File: config.mk
export PLATFORM = sky130hd
export DESIGN_NAME = lz77_decoder
export DESIGN_NICKNAME = d
export VERILOG_FILES = /design/src/rtl/lz77_pkg.sv /design/src/rtl/lz77_history.sv /design/src/rtl/lz77_decoder.sv
export SDC_FILE = /design/constraint.sdc
export NUM_CORES = 1
export LEC_CHECK = 0
export ABC_AREA = 1
export CAP_MARGIN = 40
export CORE_ASPECT_RATIO = 1.25
export CORE_MARGIN = 2
export CORE_UTILIZATION = 45
export DETAILED_ROUTE_END_ITERATION = 7
export PLACE_DENSITY = 0.69
export SYNTH_ARGS = -nofsm -noshare
export SYNTH_HDL_FRONTEND = slang
export SYNTH_HIERARCHICAL = 1
export SYNTH_SLANG_ARGS = --single-unit
File: constraint.sdc
create_clock -name clk -period 5 [get_ports clk]
set_clock_uncertainty 0.15 [all_clocks]
set_input_delay 0.75 -clock clk [delete_from_list [all_inputs] [get_ports clk]]
set_output_delay 0.75 -clock clk [all_outputs]
set_load 0.03 [all_outputs]
File: src/rtl/lz77_pkg.sv
// Shared LZ77 definitions: field widths, window sizes, decoder states and the token layout.
package lz77_pkg;

    localparam int DATA_WIDTH     = 8;
    localparam int SEARCH_SIZE    = 7;
    localparam int LOOKAHEAD_SIZE = 6;
    localparam int OFFSET_W       = 3;
    localparam int LENGTH_W       = 3;
    localparam int FILL_W         = $clog2(SEARCH_SIZE + 1);

    typedef enum logic [1:0] {
        IDLE,
        COPY,
        LIT
    } dec_state_t;

    typedef struct packed {
        logic [OFFSET_W-1:0]   offset;
        logic [LENGTH_W-1:0]   length;
        logic [DATA_WIDTH-1:0] chr;
    } lz77_token_t;

    // Offsets past the end of the window read the oldest byte instead.
    function automatic logic [OFFSET_W-1:0] clamp_offset(input logic [OFFSET_W-1:0] off);
        if (int'(off) > SEARCH_SIZE) begin
            return OFFSET_W'(SEARCH_SIZE);
        end
        return off;
    endfunction

endpackage

File: src/rtl/lz77_history.sv
// History shift register of recently emitted bytes (index 0 = newest) with one read port
// that returns the byte at distance d, or at distance d-1 when rd_sel_near is set.
module lz77_history #(
    parameter int WIDTH  = 8,
    parameter int DEPTH  = 7,
    parameter int DIST_W = 3
) (
    input  logic              clk,
    input  logic              rst,
    input  logic              shift_en,
    input  logic [WIDTH-1:0]  shift_in,
    input  logic [DIST_W-1:0] rd_dist,
    input  logic              rd_sel_near,
    output logic [WIDTH-1:0]  rd_data
);

    logic [WIDTH-1:0] hist [DEPTH];

    always_ff @(posedge clk) begin
        if (rst) begin
            for (int i = 0; i < DEPTH; i++) begin
                hist[i] <= '0;
            end
        end else if (shift_en) begin
            hist[0] <= shift_in;
            for (int i = 1; i < DEPTH; i++) begin
                hist[i] <= hist[i-1];
            end
        end
    end

    // Distances outside 1..DEPTH (including 0) read as zero rather than indexing out of range.
    always_comb begin
        rd_data = '0;
        for (int i = 0; i < DEPTH; i++) begin
            if (rd_sel_near) begin
                if (int'(rd_dist) == i + 2) begin
                    rd_data = hist[i];
                end
            end else if (int'(rd_dist) == i + 1) begin
                rd_data = hist[i];
            end
        end
    end

endmodule

File: src/rtl/lz77_decoder.sv
// LZ77 token decoder: expands (offset, length, char) tokens into one byte per clock.
// Define LZ77_DEC_CHECK_EN to add the window fill counter and the tok_err illegal-token pulse.
module lz77_decoder
    import lz77_pkg::*;
(
    input  logic                  clk,
    input  logic                  rst,
    input  logic                  tok_valid,
    output logic                  tok_ready,
    input  logic [OFFSET_W-1:0]   tok_offset,
    input  logic [LENGTH_W-1:0]   tok_length,
    input  logic [DATA_WIDTH-1:0] tok_char,
    output logic                  out_valid,
    input  logic                  out_ready,
    output logic [DATA_WIDTH-1:0] out_data
`ifdef LZ77_DEC_CHECK_EN
    ,
    output logic                  tok_err
`endif
);

    dec_state_t            state;
    lz77_token_t           tok;
    logic [OFFSET_W-1:0]   offset_q;
    logic [LENGTH_W-1:0]   remaining;
    logic [DATA_WIDTH-1:0] char_q;
    logic [OFFSET_W-1:0]   eff_offset;
    logic [OFFSET_W-1:0]   rd_dist;
    logic                  rd_sel_near;
    logic [DATA_WIDTH-1:0] hist_rd;
    logic                  tok_accept;
    logic                  out_fire;
    logic                  is_copy;

    always_comb begin
        tok.offset = tok_offset;
        tok.length = tok_length;
        tok.chr    = tok_char;
    end

    assign tok_ready  = (state == IDLE) && !rst;
    assign tok_accept = tok_valid && tok_ready;
    assign out_fire   = out_valid && out_ready;
    assign eff_offset = clamp_offset(tok.offset);
    assign is_copy    = (tok.length != '0) && (tok.offset != '0);

    // While copying, the byte after the one being handed over sits one slot nearer before the shift.
    assign rd_dist     = (state == IDLE) ? eff_offset : offset_q;
    assign rd_sel_near = (state != IDLE);

    lz77_history #(
        .WIDTH  (DATA_WIDTH),
        .DEPTH  (SEARCH_SIZE),
        .DIST_W (OFFSET_W)
    ) u_history (
        .clk         (clk),
        .rst         (rst),
        .shift_en    (out_fire),
        .shift_in    (out_data),
        .rd_dist     (rd_dist),
        .rd_sel_near (rd_sel_near),
        .rd_data     (hist_rd)
    );

    always_ff @(posedge clk) begin
        if (rst) begin
            state     <= IDLE;
            offset_q  <= '0;
            remaining <= '0;
            char_q    <= '0;
            out_data  <= '0;
            out_valid <= 1'b0;
        end else begin
            case (state)
                IDLE: begin
                    if (tok_accept) begin
                        out_valid <= 1'b1;
                        char_q    <= tok.chr;
                        if (is_copy) begin
                            offset_q  <= eff_offset;
                            remaining <= tok.length;
                            out_data  <= hist_rd;
                            state     <= COPY;
                        end else begin
                            out_data <= tok.chr;
                            state    <= LIT;
                        end
                    end
                end
                COPY: begin
                    if (out_fire) begin
                        remaining <= remaining - LENGTH_W'(1);
                        if (remaining == LENGTH_W'(1)) begin
                            out_data <= char_q;
                            state    <= LIT;
                        end else if (offset_q != OFFSET_W'(1)) begin
                            out_data <= hist_rd;
                        end
                    end
                end
                LIT: begin
                    if (out_fire) begin
                        out_valid <= 1'b0;
                        state     <= IDLE;
                    end
                end
                default: begin
                    out_valid <= 1'b0;
                    state     <= IDLE;
                end
            endcase
        end
    end

`ifdef LZ77_DEC_CHECK_EN
    logic [FILL_W-1:0] fill;

    always_ff @(posedge clk) begin
        if (rst) begin
            fill <= '0;
        end else if (out_fire && (int'(fill) < SEARCH_SIZE)) begin
            fill <= fill + FILL_W'(1);
        end
    end

    always_comb begin
        tok_err = tok_accept &&
                  (((tok.length != '0) && (tok.offset == '0)) ||
                   (int'(tok.offset) > int'(fill)) ||
                   (int'(tok.length) > LOOKAHEAD_SIZE - 1));
    end
`endif

endmodule

==> results of run 1 <==
-- Yosys cell counts, types with 4 or more instances --
library cell | count | area, sq um
edfxtp_1 | 56 | 1682
buf_2 | 5 | 25.02
o21ai_1 | 4 | 20.02
o211ai_1 | 10 | 75.07
inv_1 | 111 | 416.7
nand3_1 | 45 | 225.2
buf_6 | 5 | 56.30
inv_2 | 7 | 26.28
o21ai_0 | 50 | 250.2
a21oi_1 | 26 | 130.1
nand2_2 | 6 | 37.54
nor2_1 | 87 | 326.6
clkbuf_1 | 13 | 48.80
nand4_1 | 15 | 93.84
nand2_1 | 177 | 664.4
dfxtp_1 | 25 | 500.5
-- final cells by class --
cell class                 count  area, sq um  area share (%)
sequential                    81         2182           39.81
multi-input combinational    441         2027           36.98
inverter                     120        452.9           8.263
timing repair buffer          34        320.3           5.843
clock buffer                   9        225.2           4.109
tap                          132        165.2           3.013
clock inverter                 7        108.9           1.986
-- cell usage in the layout, fill, tap and decap left out --
cell | Yosys | layout
nand2_1 | 177 | 177
inv_1 | 111 | 111
nor2_1 | 87 | 87
edfxtp_1 | 56 | 56
o21ai_0 | 50 | 50
nand3_1 | 45 | 45
clkdlybuf4s50_1 | 0 | 27
a21oi_1 | 26 | 26
dfxtp_1 | 25 | 25
nand4_1 | 15 | 15
o211ai_1 | 10 | 10
clkbuf_16 | 0 | 9
inv_2 | 7 | 7
nand2_2 | 6 | 6
buf_4 | 2 | 6
o21ai_1 | 4 | 4
nor2_2 | 3 | 3
o21ai_2 | 3 | 3
bufinv_16 | 0 | 3
nand3_2 | 2 | 2
or2_2 | 2 | 2
ha_1 | 2 | 2
clkinv_1 | 1 | 2
clkinv_2 | 0 | 2
nor3_4 | 2 | 2
nor2_4 | 2 | 2
a21oi_2 | 2 | 2
nor3_1 | 1 | 1
nand3_4 | 1 | 1
clkinvlp_2 | 0 | 1
inv_4 | 1 | 1
a31oi_1 | 1 | 1
buf_2 | 5 | 1
-- worst min-delay path: stages (launching register included) --
cell and delay (ns):
dfxtp_1 0.32, inv_1 0.06, a21oi_1 0.05
-- per-layer routing --
layer  part of all wire, %  up-vias  track usage (%)
met5                     0        -                0
met1                    41     1997            24.74
met4                   4.1        0            11.44
met2                    50      147            37.20
li1                      -     2164                -
met3                   5.1       29            3.436
-- flip-flops by register name, summed over array words and instances (netlist names) --
| signal | count |
|---|---|
| u_history/hist | 56 |
| char_q | 8 |
| out_data | 8 |
| offset_q | 3 |
| remaining | 3 |
| state | 2 |
| out_valid | 1 |
-- per-stage QoR --
| step | area [sq um] | utilization (%) | setup WS (ns) | cells |
|---|---|---|---|---|
| after detailed placement | 5147 | 48.73 | 1.421 | 808 |
| after global routing | 5482 | 51.90 | 1.363 | 824 |
| after CTS | 5482 | 51.90 | 1.694 | 824 |
| final | 5482 | 51.90 | 1.676 | 824 |
| after global placement | 5142 | 48.69 | 1.315 | 807 |
| after floorplan | 4857 | - | 2.304 | 671 |
-- report_power, final --
group	total, uW	internal (uW)	switching, uW
sequential	832	782	49.6
clock	745	483	262
combinational	510	166	343
-- cells by family after synthesis --
group / Yosys count / share of synthesized area (%)
and+or+nand+nor: 343 / 30.40
buffers and inverters: 149 / 13.34
AOI/OAI and AO/OA: 96 / 10.82
DFF: 81 / 44.93
adders and majority gates: 2 / 0.5151
-- worst paths after layout --
kind / startpoint / to
worst max-delay path: state[1] / out_data[2]
worst min-delay path: offset_q[2] / offset_q[2]
worst max register to register: state[1] / out_data[2]
worst min register to register: offset_q[2] / offset_q[2]
==> impl_results.md, run 1 <==
- Hold Path Class: reg2reg
- Tmin final: 3.324 ns
- Critical path depth: 21
- Setup crit start kind: flip-flop
- Max-Cap Viols: 0
- Share of post-route cells with drive strength above 1: 7.659%
- First-pass DRT Iterations: 5
- FF-to-FF setup slack: 1.68 ns
- Clock latency on the worst-skew pair: 0.34 ns
- Power Dens Cells: between 300 and 400 mW/mm^2
- Placed wire-length estimate: between 8000 and 9000 um
- Status: complete, no violations
- Leak: around 0.0025 uW
- Critical-path top delay cell: dfxtp_1
- Gr ovfl total: 0
- Slew of the pin with the lowest slew margin: roughly 0.84 ns
- # DRC: 0
- CTS Hold Bufs: 0
- Row count: 42
- DR vias: 4337
- Critical Path Max Stage Delay: between 0.4 and 0.5 ns
- Final setup viols: 0
- Setup TNS: 0 ns
- Syn-to-layout area delta: 12.85%
- DIE WIDTH: about 97 um
- DR WL/cell: 14.77 um
- Hold Slack: about 0.33 ns
- H-tree levels: 3
- Hold path depth: 2
- Gr usage total: roughly a fifth
- Rel. slew slack: between 40 and 50%
- Ant diodes: 0
- Post-synthesis cell area: a little under 0.005 sq mm
- Number of global-route vias before repair: between 4k and 5k
- Worst-path cell chain: inv_2 > nand2_1 > o21ai_0 > buf_4 > inv_2 > nand3_2 > inv_1 > nand2_1 > nand2_1 > nand2_1 > nand2_1 > nand2_1 > nand2_1 > nand2_1 > nand2_1 > inv_1 > a21oi_1 > o21ai_0 > nand2_1 > nor2_1 > nor2_1
- Maximum vdd drop: 0.2299 mV
- Clk root buf: clkbuf_16
- Io pins: 28
- Register area share after synthesis: between 40 and 50%
- Unrepaired setup endpoints after global routing: no
- # fillers: a little over 1k
- IO Port Bufs: 27
- Initial Util: 45.98%
- CTS tree: done
- CTS buffer count: 9
- Largest net degree at the start of global routing: 49
- Die area: 0.01165 sq mm
- CTS Buffer Depth: 2
- Number of synthesized register bits: just over 80
- Clk sinks: 81
- Fin. max-slew vios: 0
- Synth unique cells: 32
- CP endpoint kind: flip-flop
- First-pass GRT wire length: 19610 um
- Core ar.: around 0.011 sq mm
- Worst EP arrival: between 3 and 4 ns
- Routed wire length: between 10000 and 15000 um
- Antenna violations before repair: 0
- EDFF count, synth: between 50 and 60
- GPL Wtd Cong: 0.9069
- Initial DRC count: ~320
- Final hold vios: 0
- Worst EP required: approximately 5 ns
- Post-CTS Setup Inserts: 0
- Max FO, Critical Path: 14
- Die H: between 100 and 150 um
- Period utilisation layout: 66.48%
- Syn Nets: 691
- Synth warn: 6
- Crit path buf inv count: 5
- Post-synthesis async set-or-reset flop share: 0%
- Synth Area per Inst: 7.239 sq um
- Ys flop type: edfxtp_1
- Crit-path most repeated cell: nand2_1
- ANT nets after route: 0
- Crit Path Category: reg2reg
- Clk pin slew, worst setup/hold paths: 0.06 ns
- Syn Inst Count: between 600 and 700
- Post-cts sizing count: 0
- Overall power: between 2000 and 2500 uW
- Final net count: 707
- R2R depth: 21
- DR vias/cell: roughly 5.3
- Max Freq: between 0.3 and 0.4 GHz
- CP delay by family, top: simple AND/OR/NAND/NOR gates
(Power assumes the default switching activity.)
==> run 2, diff against run 1 <==
--- a/config.mk
+++ b/config.mk
@@ -11,7 +11,7 @@
 export CORE_MARGIN = 2
 export CORE_UTILIZATION = 45
 export DETAILED_ROUTE_END_ITERATION = 7
-export PLACE_DENSITY = 0.69
+export PLACE_DENSITY = 0.71
 export SYNTH_ARGS = -nofsm -noshare
 export SYNTH_HDL_FRONTEND = slang
 export SYNTH_HIERARCHICAL = 1
==> constraint.sdc (replaced) <==
create_clock -name clk -period 2.9 [get_ports clk]
set_clock_uncertainty 0.15 [all_clocks]
set_input_delay 0.435 -clock clk [delete_from_list [all_inputs] [get_ports clk]]
set_output_delay 0.435 -clock clk [all_outputs]
set_load 0.03 [all_outputs]
==> impl_results.md, run 2 (synthesis gave the netlist of run 1 again) <==
- First-pass GRT wire length: between 15000 and 20000 um
- Clk sinks: between 80 and 90
- Clk root buf: clkbuf_16
- # fillers: approximately 960
- Final setup viols: 0
- DR WL/cell: approximately 14 um
- Setup TNS: 0 ns
- DR vias: about 4.5k
- Gr ovfl total: 0
- Clock latency on the worst-skew pair: between 0.3 and 0.4 ns
- Crit Path Category: in2reg
- Final Non-Filler Cells: 852
- Critical Path Max Stage Delay: roughly 0.44 ns
- First-pass DRT Iterations: 5
- Routed wire length: between 10000 and 15000 um
- Top reg by flops: u_history/hist
- Period utilisation layout: between 90% and 100%
- Setup crit start kind: input port
- DR vias/cell: approximately 5.2
- Leak: approximately 0.0026 uW
- CTS buffer count: 9
- Worst EP required: 3.03 ns
- Maximum vdd drop: 0.4638 mV
- Worst slack, placed: -0.2236 ns
- Fin. max-slew vios: 0
- Clk pin slew, worst setup/hold paths: around 0.060 ns
- Tmin final: 2.702 ns
- Worst EP arrival: between 2 and 3 ns
- Critical-path top delay cell: clkdlybuf4s50_1
- Power Dens Cells: between 600 and 700 mW/mm^2
- Die area: 0.01165 sq mm
- Slew of the pin with the lowest slew margin: around 0.52 ns
- CP delay by family, top: simple AND/OR/NAND/NOR gates
- Largest net degree at the start of global routing: 57
- Rel. slew slack: 65.28%
- Syn-to-layout area delta: 18.13%
- Final hold vios: 0
- # DRC: 0
- Gr usage total: 21.23%
- Final net count: ~740
- Commonest cells after routing, fill and taps aside: 176 x nand2_1, 109 x inv_1, 84 x nor2_1, 56 x edfxtp_1, 49 x o21ai_0
- Inst Count DP: approximately 830
- Number of global-route vias before repair: 4255
- CTS Hold Bufs: 0
- CTS tree: done
- Antenna violations before repair: 0
- Unrepaired setup endpoints after global routing: no
- Top flop regs: u_history/hist: 56 flops, char_q: 8 flops, out_data: 8 flops
- Row count: 42
- CP endpoint kind: flip-flop
- Crit path buf inv count: 3
- DIE WIDTH: just under 100 um
- Share of post-route cells with drive strength above 1: roughly an eighth
- Worst-path cell chain: clkdlybuf4s50_1 > nand2_1 > o21ai_0 > inv_2 > nand2_1 > nor2_1 > nand2_1 > nand3_1 > o21ai_1 > nand2_1 > nand3_1 > nand2_1 > nand2_1 > nand2_1 > inv_1 > a21oi_1 > o21ai_0 > nand2_1 > nor2_1 > nor2_1
- Post-Route Utilization: a little over half
- IO Port Bufs: 27
- Largest register FFs: 56
- Core ar.: about 0.011 sq mm
- Initial Util: roughly 46%
- Overall power: around 3600 uW
- Max-Cap Viols: 0
- Most common cell after layout, fill and taps aside: nand2_1
- FF-to-FF setup slack: ~0.24 ns
- Crit-path most repeated cell: nand2_1
- Initial DRC count: 333
- Final WS setup: between 0.15 and 0.2 ns
- GPL Wtd Cong: around 0.94
- Io pins: 28
- Max Freq: 0.3701 GHz
- Max FO, Critical Path: 7
- Hold Path Class: reg2reg
- ANT nets after route: 0
- Placed wire-length estimate: between 8000 and 9000 um
- H-tree levels: 3
- Status: complete, no violations
- Die H: between 100 and 150 um
- Ant diodes: 0
- CTS Buffer Depth: 2
==> run 2: power by group <==
group | internal [uW] | switching (uW)
Sequential | 1350 | 81.7
Combinational | 350 | 625
Clock | 676 | 494
==> run 2: metal layers <==
layer | routed length (um) | vias to the layer above | global-route usage [%]
li1 | - | 2218 | -
met1 | 5180 | 2029 | 25.21
met5 | 0 | - | 0
met2 | 5778 | 162 | 35.63
met4 | 605 | 0 | 13.64
met3 | 586 | 43 | 3.494
==> run 2: worst register-to-register path, delay by kind of cell (launching register included) <==
kind / cells / cell delay, ns
AOI/OAI and AO/OA: 1 / 0.07
DFF: 1 / 0.36
and+or+nand+nor: 13 / 1.20
buffers and inverters: 7 / 0.76
==> run 2: worst paths after layout <==
check        cells past startpoint           from          end
max reg2reg                     21       state[1]  out_data[4]
max                             20  tok_offset[0]  out_data[4]
min reg2reg                      2      char_q[4]    char_q[4]
min                              2      char_q[4]    char_q[4]
==> run 2: final cells by class <==
class                      instances  area (sq um)  share of cell area, %
timing repair buffer              61         565.5                  9.856
tap                              132         165.2                  2.878
multi-input combinational        442          2063                  35.96
inverter                         120         455.4                  7.937
clock buffer                       9         225.2                  3.925
sequential                        81          2185                  38.07
clock inverter                     7         78.83                  1.374
==> run 2: what timing repair did <==
item	in CTS	in global routing
endpoints found under the setup margin	2	8
gates resized for setup	1	17
buffers inserted	0	2
gates cloned	0	1
pin swaps	0	1
==> run 2: stage by stage <==
stage / area [sq um] / hold WS (ns)
6_report: 5738 / 0.3356
5_1_grt: 5738 / 0.3790
4_1_cts: 5670 / 0.3254
3_5_place_dp: 5363 / 0.3165
3_3_place_gp: 5363 / 0.3026
2_1_floorplan: 4857 / 0.2891
